## config.mk

```make
export PLATFORM = sky130hd
export DESIGN_NAME = dac_frame_ctrl
export DESIGN_NICKNAME = d
export VERILOG_FILES = /design/src/rtl/dac_frame_ctrl.sv
export SDC_FILE = /design/constraint.sdc
export NUM_CORES = 1
export LEC_CHECK = 0
export ABC_AREA = 0
export BUFFER_PORTS_ARGS = -buffer_cell sky130_fd_sc_hd__buf_2
export CAP_MARGIN = 25
export CORE_ASPECT_RATIO = 0.75
export CORE_MARGIN = 3
export CORE_UTILIZATION = 50
export DETAILED_ROUTE_END_ITERATION = 10
export GPL_TIMING_DRIVEN = 1
export PLACE_DENSITY_LB_ADDON = 0.05
export SLEW_MARGIN = 5
export SYNTH_ARGS = -nofsm -noshare
export SYNTH_HDL_FRONTEND = slang
export SYNTH_SLANG_ARGS = --single-unit
```

## constraint.sdc

```tcl
create_clock -name clk -period 2 [get_ports clk]
set_input_delay 0.1 -clock clk [delete_from_list [all_inputs] [get_ports clk]]
set_output_delay 0.1 -clock clk [all_outputs]
set_load 0.005 [all_outputs]
```

## src/rtl/dac_frame_ctrl.sv

```systemverilog
// Frame controller: serializes parallel DAC codes (start bit + MSB-first data) for the thermometer decoder.
// Optional even-parity bit after the data is enabled by defining DAC_FRAME_PARITY_EN.
module dac_frame_ctrl #(
    parameter int D_W     = 8,
    parameter int CLK_DIV = 1
) (
    input  logic           clk,
    input  logic           rst,
    input  logic [D_W-1:0] code_in,
    input  logic           code_valid,
    output logic           code_ready,
    output logic           serial_out,
    output logic           frame_busy,
    output logic           update_strobe,
    output logic [D_W-1:0] last_code
);

    localparam int         CNT_W    = (D_W > 1) ? $clog2(D_W) : 1;
    localparam logic [7:0] DIV_LAST = 8'(CLK_DIV - 1);

`ifdef DAC_FRAME_PARITY_EN
    typedef enum logic [2:0] {
        ST_IDLE   = 3'd0,
        ST_START  = 3'd1,
        ST_SHIFT  = 3'd2,
        ST_PARITY = 3'd3,
        ST_LATCH  = 3'd4
    } state_t;

    function automatic logic even_parity(input logic [D_W-1:0] v);
        return ^v;
    endfunction
`else
    typedef enum logic [2:0] {
        ST_IDLE  = 3'd0,
        ST_START = 3'd1,
        ST_SHIFT = 3'd2,
        ST_LATCH = 3'd4
    } state_t;
`endif

    state_t           r_state;
    logic [7:0]       r_div;
    logic [CNT_W-1:0] r_bit_cnt;
    logic [D_W-1:0]   r_shift;
    logic [D_W-1:0]   r_code;
    logic             r_ready;
    logic             r_serial;
    logic             r_busy;
    logic             r_strobe;
    logic [D_W-1:0]   r_last;

    state_t           w_state_nxt;
    logic [7:0]       w_div_nxt;
    logic [CNT_W-1:0] w_bit_nxt;
    logic [D_W-1:0]   w_shift_nxt;
    logic [D_W-1:0]   w_code_nxt;
    logic             w_tick;
    logic             w_serial_nxt;

    assign w_tick = (r_div == DIV_LAST);

    // Next-state, shift register, bit counter and divider update
    always_comb begin
        w_state_nxt = r_state;
        w_bit_nxt   = r_bit_cnt;
        w_shift_nxt = r_shift;
        w_code_nxt  = r_code;
        case (r_state)
            ST_IDLE: begin
                if (code_valid && r_ready) begin
                    w_shift_nxt = code_in;
                    w_code_nxt  = code_in;
                    w_bit_nxt   = '0;
                    w_state_nxt = ST_START;
                end else begin
                    w_state_nxt = ST_IDLE;
                end
            end
            ST_START: begin
                if (w_tick) begin
                    w_state_nxt = ST_SHIFT;
                end else begin
                    w_state_nxt = ST_START;
                end
            end
            ST_SHIFT: begin
                if (w_tick) begin
                    w_shift_nxt = r_shift << 1;
                    if (r_bit_cnt == CNT_W'(D_W - 1)) begin
                        w_bit_nxt   = '0;
`ifdef DAC_FRAME_PARITY_EN
                        w_state_nxt = ST_PARITY;
`else
                        w_state_nxt = ST_LATCH;
`endif
                    end else begin
                        w_bit_nxt = r_bit_cnt + CNT_W'(1);
                    end
                end else begin
                    w_state_nxt = ST_SHIFT;
                end
            end
`ifdef DAC_FRAME_PARITY_EN
            ST_PARITY: begin
                if (w_tick) begin
                    w_state_nxt = ST_LATCH;
                end else begin
                    w_state_nxt = ST_PARITY;
                end
            end
`endif
            ST_LATCH: begin
                w_state_nxt = ST_IDLE;
            end
            default: begin
                w_state_nxt = ST_IDLE;
            end
        endcase
        // divider restarts on every bit boundary and on every state change
        if (w_tick || (w_state_nxt != r_state)) begin
            w_div_nxt = 8'd0;
        end else begin
            w_div_nxt = r_div + 8'd1;
        end
    end

    // Serial line value for the upcoming cycle, so serial_out can be registered
    always_comb begin
        w_serial_nxt = 1'b0;
        case (w_state_nxt)
            ST_START:  w_serial_nxt = 1'b1;
            ST_SHIFT:  w_serial_nxt = w_shift_nxt[D_W-1];
`ifdef DAC_FRAME_PARITY_EN
            ST_PARITY: w_serial_nxt = even_parity(w_code_nxt);
`endif
            default:   w_serial_nxt = 1'b0;
        endcase
    end

    // State, datapath and registered outputs
    always_ff @(posedge clk) begin
        if (rst) begin
            r_state   <= ST_IDLE;
            r_div     <= 8'd0;
            r_bit_cnt <= '0;
            r_shift   <= '0;
            r_code    <= '0;
            r_ready   <= 1'b0;
            r_serial  <= 1'b0;
            r_busy    <= 1'b0;
            r_strobe  <= 1'b0;
            r_last    <= '0;
        end else begin
            r_state   <= w_state_nxt;
            r_div     <= w_div_nxt;
            r_bit_cnt <= w_bit_nxt;
            r_shift   <= w_shift_nxt;
            r_code    <= w_code_nxt;
            r_ready   <= (w_state_nxt == ST_IDLE);
            r_serial  <= w_serial_nxt;
            r_busy    <= (w_state_nxt != ST_IDLE);
            r_strobe  <= (w_state_nxt == ST_LATCH);
            if (w_state_nxt == ST_LATCH) begin
                r_last <= w_code_nxt;
            end else begin
                r_last <= r_last;
            end
        end
    end

    assign code_ready    = r_ready;
    assign serial_out    = r_serial;
    assign frame_busy    = r_busy;
    assign update_strobe = r_strobe;
    assign last_code     = r_last;

endmodule

```

==> results of run 1 <==
-- synth_stat cells, types with 2 or more instances --
master	number	area share [%]
buf_6	2	1.3
a211oi_1	6	2.7
clkbuf_1	7	1.6
a211oi_2	2	1.5
a22oi_1	6	2.7
a21oi_1	11	3.2
o21ai_0	2	0.59
xor2_1	2	1.0
nor3_1	4	1.2
nor3b_1	3	1.3
ha_1	4	3.0
nand2_1	6	1.3
buf_2	2	0.59
nor4_1	2	0.74
nand3_1	15	4.4
dfxtp_1	42	50
mux2i_1	7	4.1
nor3_2	2	1.2
inv_1	5	1.1
nor2_1	27	6.0
xnor2_1	4	2.1
-- through the flow --
stage          instances  area (um2)  hold slack [ps]  setup WS [ps]
3_3_place_gp         236        1870              355            179
3_5_place_dp         236        1870              355            112
5_1_grt              244        1960             71.1           16.2
4_1_cts              244        1960             30.6           92.4
6_report             244        1960             39.9            125
2_1_floorplan        179        1690              236            223
-- power groups by stage --
stage / Clock [W] / Combinational [W] / Sequential (W)
6_report: 0.000554 / 0.000135 / 0.000876
5_1_grt: 0.000611 / 0.000152 / 0.000878
4_1_cts: 0.000575 / 0.000134 / 0.000875
3_5_place_dp: 0 / 0.000134 / 0.000895
3_3_place_gp: 0 / 0.000130 / 0.000894
2_1_floorplan: 0 / 0.0000883 / 0.000892
-- worst register-to-register path, cell delays in order, from the launching register on --
cell	delay [ps]
dfxtp_1	400
nand3b_1	270
or4b_2	710
a21boi_0	190
a211oi_2	230
-- metal layers --
metal	GRT usage, %	share of wire [%]	vias to the layer above
met3	6.62	7.7	7
met2	25.0	41	39
met1	27.1	50	620
met5	0	0	-
met4	7.89	1.7	0
li1	-	-	684
-- path summary, 6_finish.rpt --
| check | slack (ps) | startpoint | endpoint | depth (start not counted) |
|---|---|---|---|---|
| hold / removal | 40 | rst | frame_busy | 2 |
| hold reg to reg | 480 | r_bit_cnt[1] | r_bit_cnt[1] | 2 |
| setup reg to reg | 130 | r_state[1] | last_code[7] | 4 |
| setup / recovery | 130 | r_state[1] | last_code[7] | 4 |
-- cell type report --
class	count	area, um2	area share, %
flip-flops and latches	42	841	42.8
clock inverters	1	5.00	0.255
multi-input cells	120	774	39.5
well taps	38	47.5	2.42
inverters	5	18.8	0.956
clock buffers	7	86.3	4.40
repair buffers	31	190	9.69
-- cells by family after synthesis --
family	after synthesis	share of synthesized area [%]
XOR/XNOR	6	3.10
AO/OA/AOI/OAI	34	14.0
buffers and inverters	17	4.80
adder cells (fa/ha/maj)	4	2.95
flip-flops	42	49.6
multiplexers	7	4.14
AND/OR/NAND/NOR	69	21.4
-- timing repair --
| action | CTS | global route |
|---|---|---|
| endpoints found under the hold margin | 0 | 0 |
| hold buffers | 0 | 0 |
| resized for setup | 0 | 1 |
| endpoints found under the setup margin | 0 | 1 |
-- flip-flops by register name (all words and copies together) (netlist names), 3 cells and up --
name,cells
last_code,8
r_code,8
r_div,8
r_shift,8
r_bit_cnt,3
r_state,3
==> impl_metrics.env, run 1 <==
export IMPL_max_vdd_ir_drop_uv=464
export IMPL_final_hold_viol_count=0
export IMPL_dp_hpwl_um=2580
export IMPL_status="completed"
export IMPL_clkSinkCount=42
export IMPL_min_period_ps=1870
export IMPL_p_seq_share_pct=56.0
export IMPL_p_per_area_nw_per_um2=797
export IMPL_fin_util_pct=63.7
export IMPL_pin_count=23
export IMPL_syn_area_um2=1690
export IMPL_skew_ps=8.45
export IMPL_drive_gt1_share_pct=22.3
export IMPL_antenna_found_initial=0
export IMPL_final_cell_mix="42 x dfxtp_1, 27 x nor2_1, 22 x buf_2"
export IMPL_synth_edf_count=0
export IMPL_avgSynthCellArea_um2=9.46
export IMPL_synth_seq_cells=42
export IMPL_coreArea_um2=3080
export IMPL_synthDistinctLibCells=39
export IMPL_p_int_w=0.00120
export IMPL_crit_chain="nand3b_1, or4b_2, a21boi_0, a211oi_2"
export IMPL_via_per_inst=5.53
export IMPL_synth_cells=179
export IMPL_antenna_cells=0
export IMPL_grt_pass1_wl_um=5950
export IMPL_worstPathMaxFanout=8
export IMPL_rsz0062_at_grt="no"
export IMPL_switchingPower_w=0.000367
export IMPL_synthFlopType="dfxtp_1"
export IMPL_grt_ovfl_total=0
export IMPL_maxCapViolations=0
export IMPL_fin_crit_sh_pct=93.7
export IMPL_drcViolationCount=0
export IMPL_cp_top_family="simple AND/OR/NAND/NOR gates"
export IMPL_antenna_left=0
export IMPL_postSynth_asyncResetShare_pct=0
export IMPL_die_h_um=56.4
export IMPL_clock_power_share_pct=35.4
export IMPL_switching_share_pct=23.5
export IMPL_start_kind="flop"
export IMPL_final_common_cell="dfxtp_1"
export IMPL_wl_per_cell_um=14.4
export IMPL_power_frac_comb_pct=8.6
export IMPL_critPathCaptureType="flop"
export IMPL_fmax_mhz=533
export IMPL_vias=1350
export IMPL_routed_wl_um=3530
export IMPL_yosysWarnings=0
export IMPL_clkLatencyLatePin_ps=300
export IMPL_num_rows=17
export IMPL_dr_pass1_iters=4
export IMPL_finalSetupViolCount=0
export IMPL_tritoncts="done"
export IMPL_seq_area_frac_synth_pct=49.6
export IMPL_critPathKind="reg -> reg"
export IMPL_grt_util_all_layers_pct=18.8
export IMPL_total_power_w=0.00156
export IMPL_cts_inserted_buffers=5
export IMPL_port_buffers=22
export IMPL_slowest_stage="or4b_2"
export IMPL_cts_reportedPaths_clkPinSlew_ps=80
export IMPL_clockRootBuffer="clkbuf_8"
export IMPL_cp_data_required_time_ps=2220
export IMPL_grt_pass1_vias=1248
export IMPL_initial_core_util_pct=54.9
export IMPL_tightest_slew_ps=630
export IMPL_slowest_delay_ps=710
export IMPL_place_gp_congestion=0.826
export IMPL_hp_class="in -> reg"
export IMPL_critPathBufInv=0
export IMPL_cts_setup_buffers=0
export IMPL_drt_iter0_markers=78
export IMPL_nFillCells=264
export IMPL_postSynthNetCount=194
export IMPL_relSlewSlack_pct=57.9
export IMPL_dieArea_um2=4130
export IMPL_max_clock_path_buffers=2
export IMPL_tns_ps=0
export IMPL_grt_start_max_net_pins=30
export IMPL_die_width_um=73.2
export IMPL_nets=220
export IMPL_power_leakage_nw=0.769
export IMPL_htreeDepth=2
export IMPL_syn_to_final_growth_pct=15.9
export IMPL_slew_violations=0
export IMPL_crit_arrival_ps=2090
Note: power is estimated with default switching activity, not from simulation.
==> run 2, diff against run 1 <==
ABC_AREA = default   (was 0)
CAP_MARGIN = 20   (was 25)
CORE_UTILIZATION = 45   (was 50)
==> run 2 against run 1 <==
Combinational power barely moved. Critical path depth rose by 1. Cell count rose by 4.5%. Register-to-register slack improved by 50 ps. Flip-flop and latch count did not move. Largest power group unchanged. Routed wire length fell by 2.9%.
==> impl_metrics.env, run 2 (synthesis gave the netlist of run 1 again) <==
export IMPL_holdCritStartpoint="code_in[0]"
export IMPL_finalSetupViolCount=0
export IMPL_power_leakage_nw=0.764
export IMPL_clkLatencyLatePin_ps=290
export IMPL_r2r_slack_ps=180
export IMPL_whs_endpoint="r_shift[0]"
export IMPL_setup_ws_ps=176
export IMPL_clkSinkCount=42
export IMPL_coreArea_um2=3450
export IMPL_ctsHoldBuffers=0
export IMPL_cts_resized=0
export IMPL_routed_wl_um=3420
export IMPL_num_rows=18
export IMPL_slowest_delay_ps=640
export IMPL_slew_violations=0
export IMPL_port_buffers=22
export IMPL_tns_ps=0
export IMPL_timing_rr_end="last_code[0]"
export IMPL_min_period_ps=1820
export IMPL_drt_iter0_markers=91
export IMPL_antenna_cells=0
export IMPL_tritoncts="done"
export IMPL_htreeDepth=2
export IMPL_status="completed"
export IMPL_vias=1343
export IMPL_max_vdd_ir_drop_uv=457
export IMPL_clockRootBuffer="clkbuf_8"
export IMPL_cts_reportedPaths_clkPinSlew_ps=70
export IMPL_critPathBufInv=1
export IMPL_skew_ps=6.34
export IMPL_crit_chain="or4_1, nor4_4, buf_12, nor2_1, a211oi_1"
export IMPL_slowest_stage="or4_1"
export IMPL_dr_pass1_iters=4
export IMPL_grt_util_all_layers_pct=16.8
export IMPL_cp_top_family="simple AND/OR/NAND/NOR gates"
export IMPL_initial_core_util_pct=49.2
export IMPL_final_hold_viol_count=0
export IMPL_via_per_inst=5.27
export IMPL_cts_inserted_buffers=5
export IMPL_rsz0062_at_grt="no"
export IMPL_die_h_um=59.1
export IMPL_antenna_found_initial=0
export IMPL_maxCapViolations=0
export IMPL_hp_class="in -> reg"
export IMPL_drcViolationCount=0
export IMPL_drive_gt1_share_pct=22.4
export IMPL_max_clock_path_buffers=2
export IMPL_relSlewSlack_pct=57.9
export IMPL_grt_start_max_net_pins=25
export IMPL_die_width_um=76.9
export IMPL_timing_rr_start="r_div[5]"
export IMPL_syn_to_final_growth_pct=16.0
export IMPL_grt_ovfl_total=0
export IMPL_worstPathMaxFanout=16
export IMPL_grt_pass1_vias=1233
export IMPL_cp_data_required_time_ps=2200
export IMPL_dieArea_um2=4540
export IMPL_tightest_slew_ps=631
export IMPL_whs_path_depth=3
export IMPL_antenna_left=0
export IMPL_nets=220
export IMPL_fmax_mhz=548
export IMPL_crit_arrival_ps=2020
export IMPL_p_per_area_nw_per_um2=768
export IMPL_ff2ff_path_depth=5
export IMPL_critPathCaptureType="flop"
export IMPL_place_gp_congestion=0.769
export IMPL_setup_worst_path_start="r_div[5]"
export IMPL_grt_pass1_wl_um=5910
export IMPL_cts_setup_buffers=0
export IMPL_final_common_cell="dfxtp_1"
export IMPL_pre_cts_slack_ps=149
export IMPL_wl_per_cell_um=13.4
export IMPL_fin_crit_sh_pct=91.2
export IMPL_pin_count=23
export IMPL_critPathKind="reg -> reg"
export IMPL_dp_hpwl_um=2550
export IMPL_final_cell_mix="42 x dfxtp_1, 27 x nor2_1, 22 x buf_2"
export IMPL_start_kind="flop"
==> run 2: changes by cell type in the layout (fill, tap and decap cells not counted), sizes merged <==
cell,before,now
clkbuf,7,5
clkinv,1,2
==> run 2: per-layer routing <==
layer / wire [um] / up-vias / GRT usage [%]
li1: - / 689 / -
met1: 1810 / 618 / 25.3
met2: 1410 / 34 / 22.5
met3: 188 / 2 / 5.32
met4: 17 / 0 / 5.43
met5: 0 / - / 0
==> run 2: per-stage QoR <==
step / power [W] / cell area (um2) / hold WS, ps / utilization [%] / cells
final: 0.00151 / 1970 / 66.2 / 57.0 / 255
after detailed placement: 0.00103 / 1880 / 366 / 54.7 / 248
after global routing: 0.00159 / 1970 / 45.0 / 57.0 / 255
after CTS: 0.00152 / 1960 / 59.3 / 57.0 / 255
after floorplan: 0.000980 / 1690 / 236 / - / 179
after global placement: 0.00102 / 1880 / 361 / 54.7 / 248
==> run 2: power by group <==
group          internal (W)  switching, W
sequential         0.000863     0.0000125
clock              0.000234      0.000268
combinational     0.0000565     0.0000764
==> run 2: worst max-delay path by stage <==
stage,endpoint,slack [ps],depth (start not counted)
after CTS,last_code[0],130,5
after global routing,last_code[0],30,5
after floorplan,last_code[6],220,7
after detailed placement,last_code[0],150,5
final,last_code[0],180,5
after global placement,last_code[5],190,5
==> run 2: final cells by class <==
type	count	area, um2
fill	335	1480
sequential	42	841
multi-input combinational	120	774
timing repair buffer	31	190
clock buffer	5	68.8
tap	50	62.6
inverter	5	18.8
clock inverter	2	10.0
==> run 2: worst reg2reg max path, cell delays in order (launching register included) <==
cell and delay [ps]:
dfxtp_1 350, or4_1 640, nor4_4 300, buf_12 190
nor2_1 50, a211oi_1 210
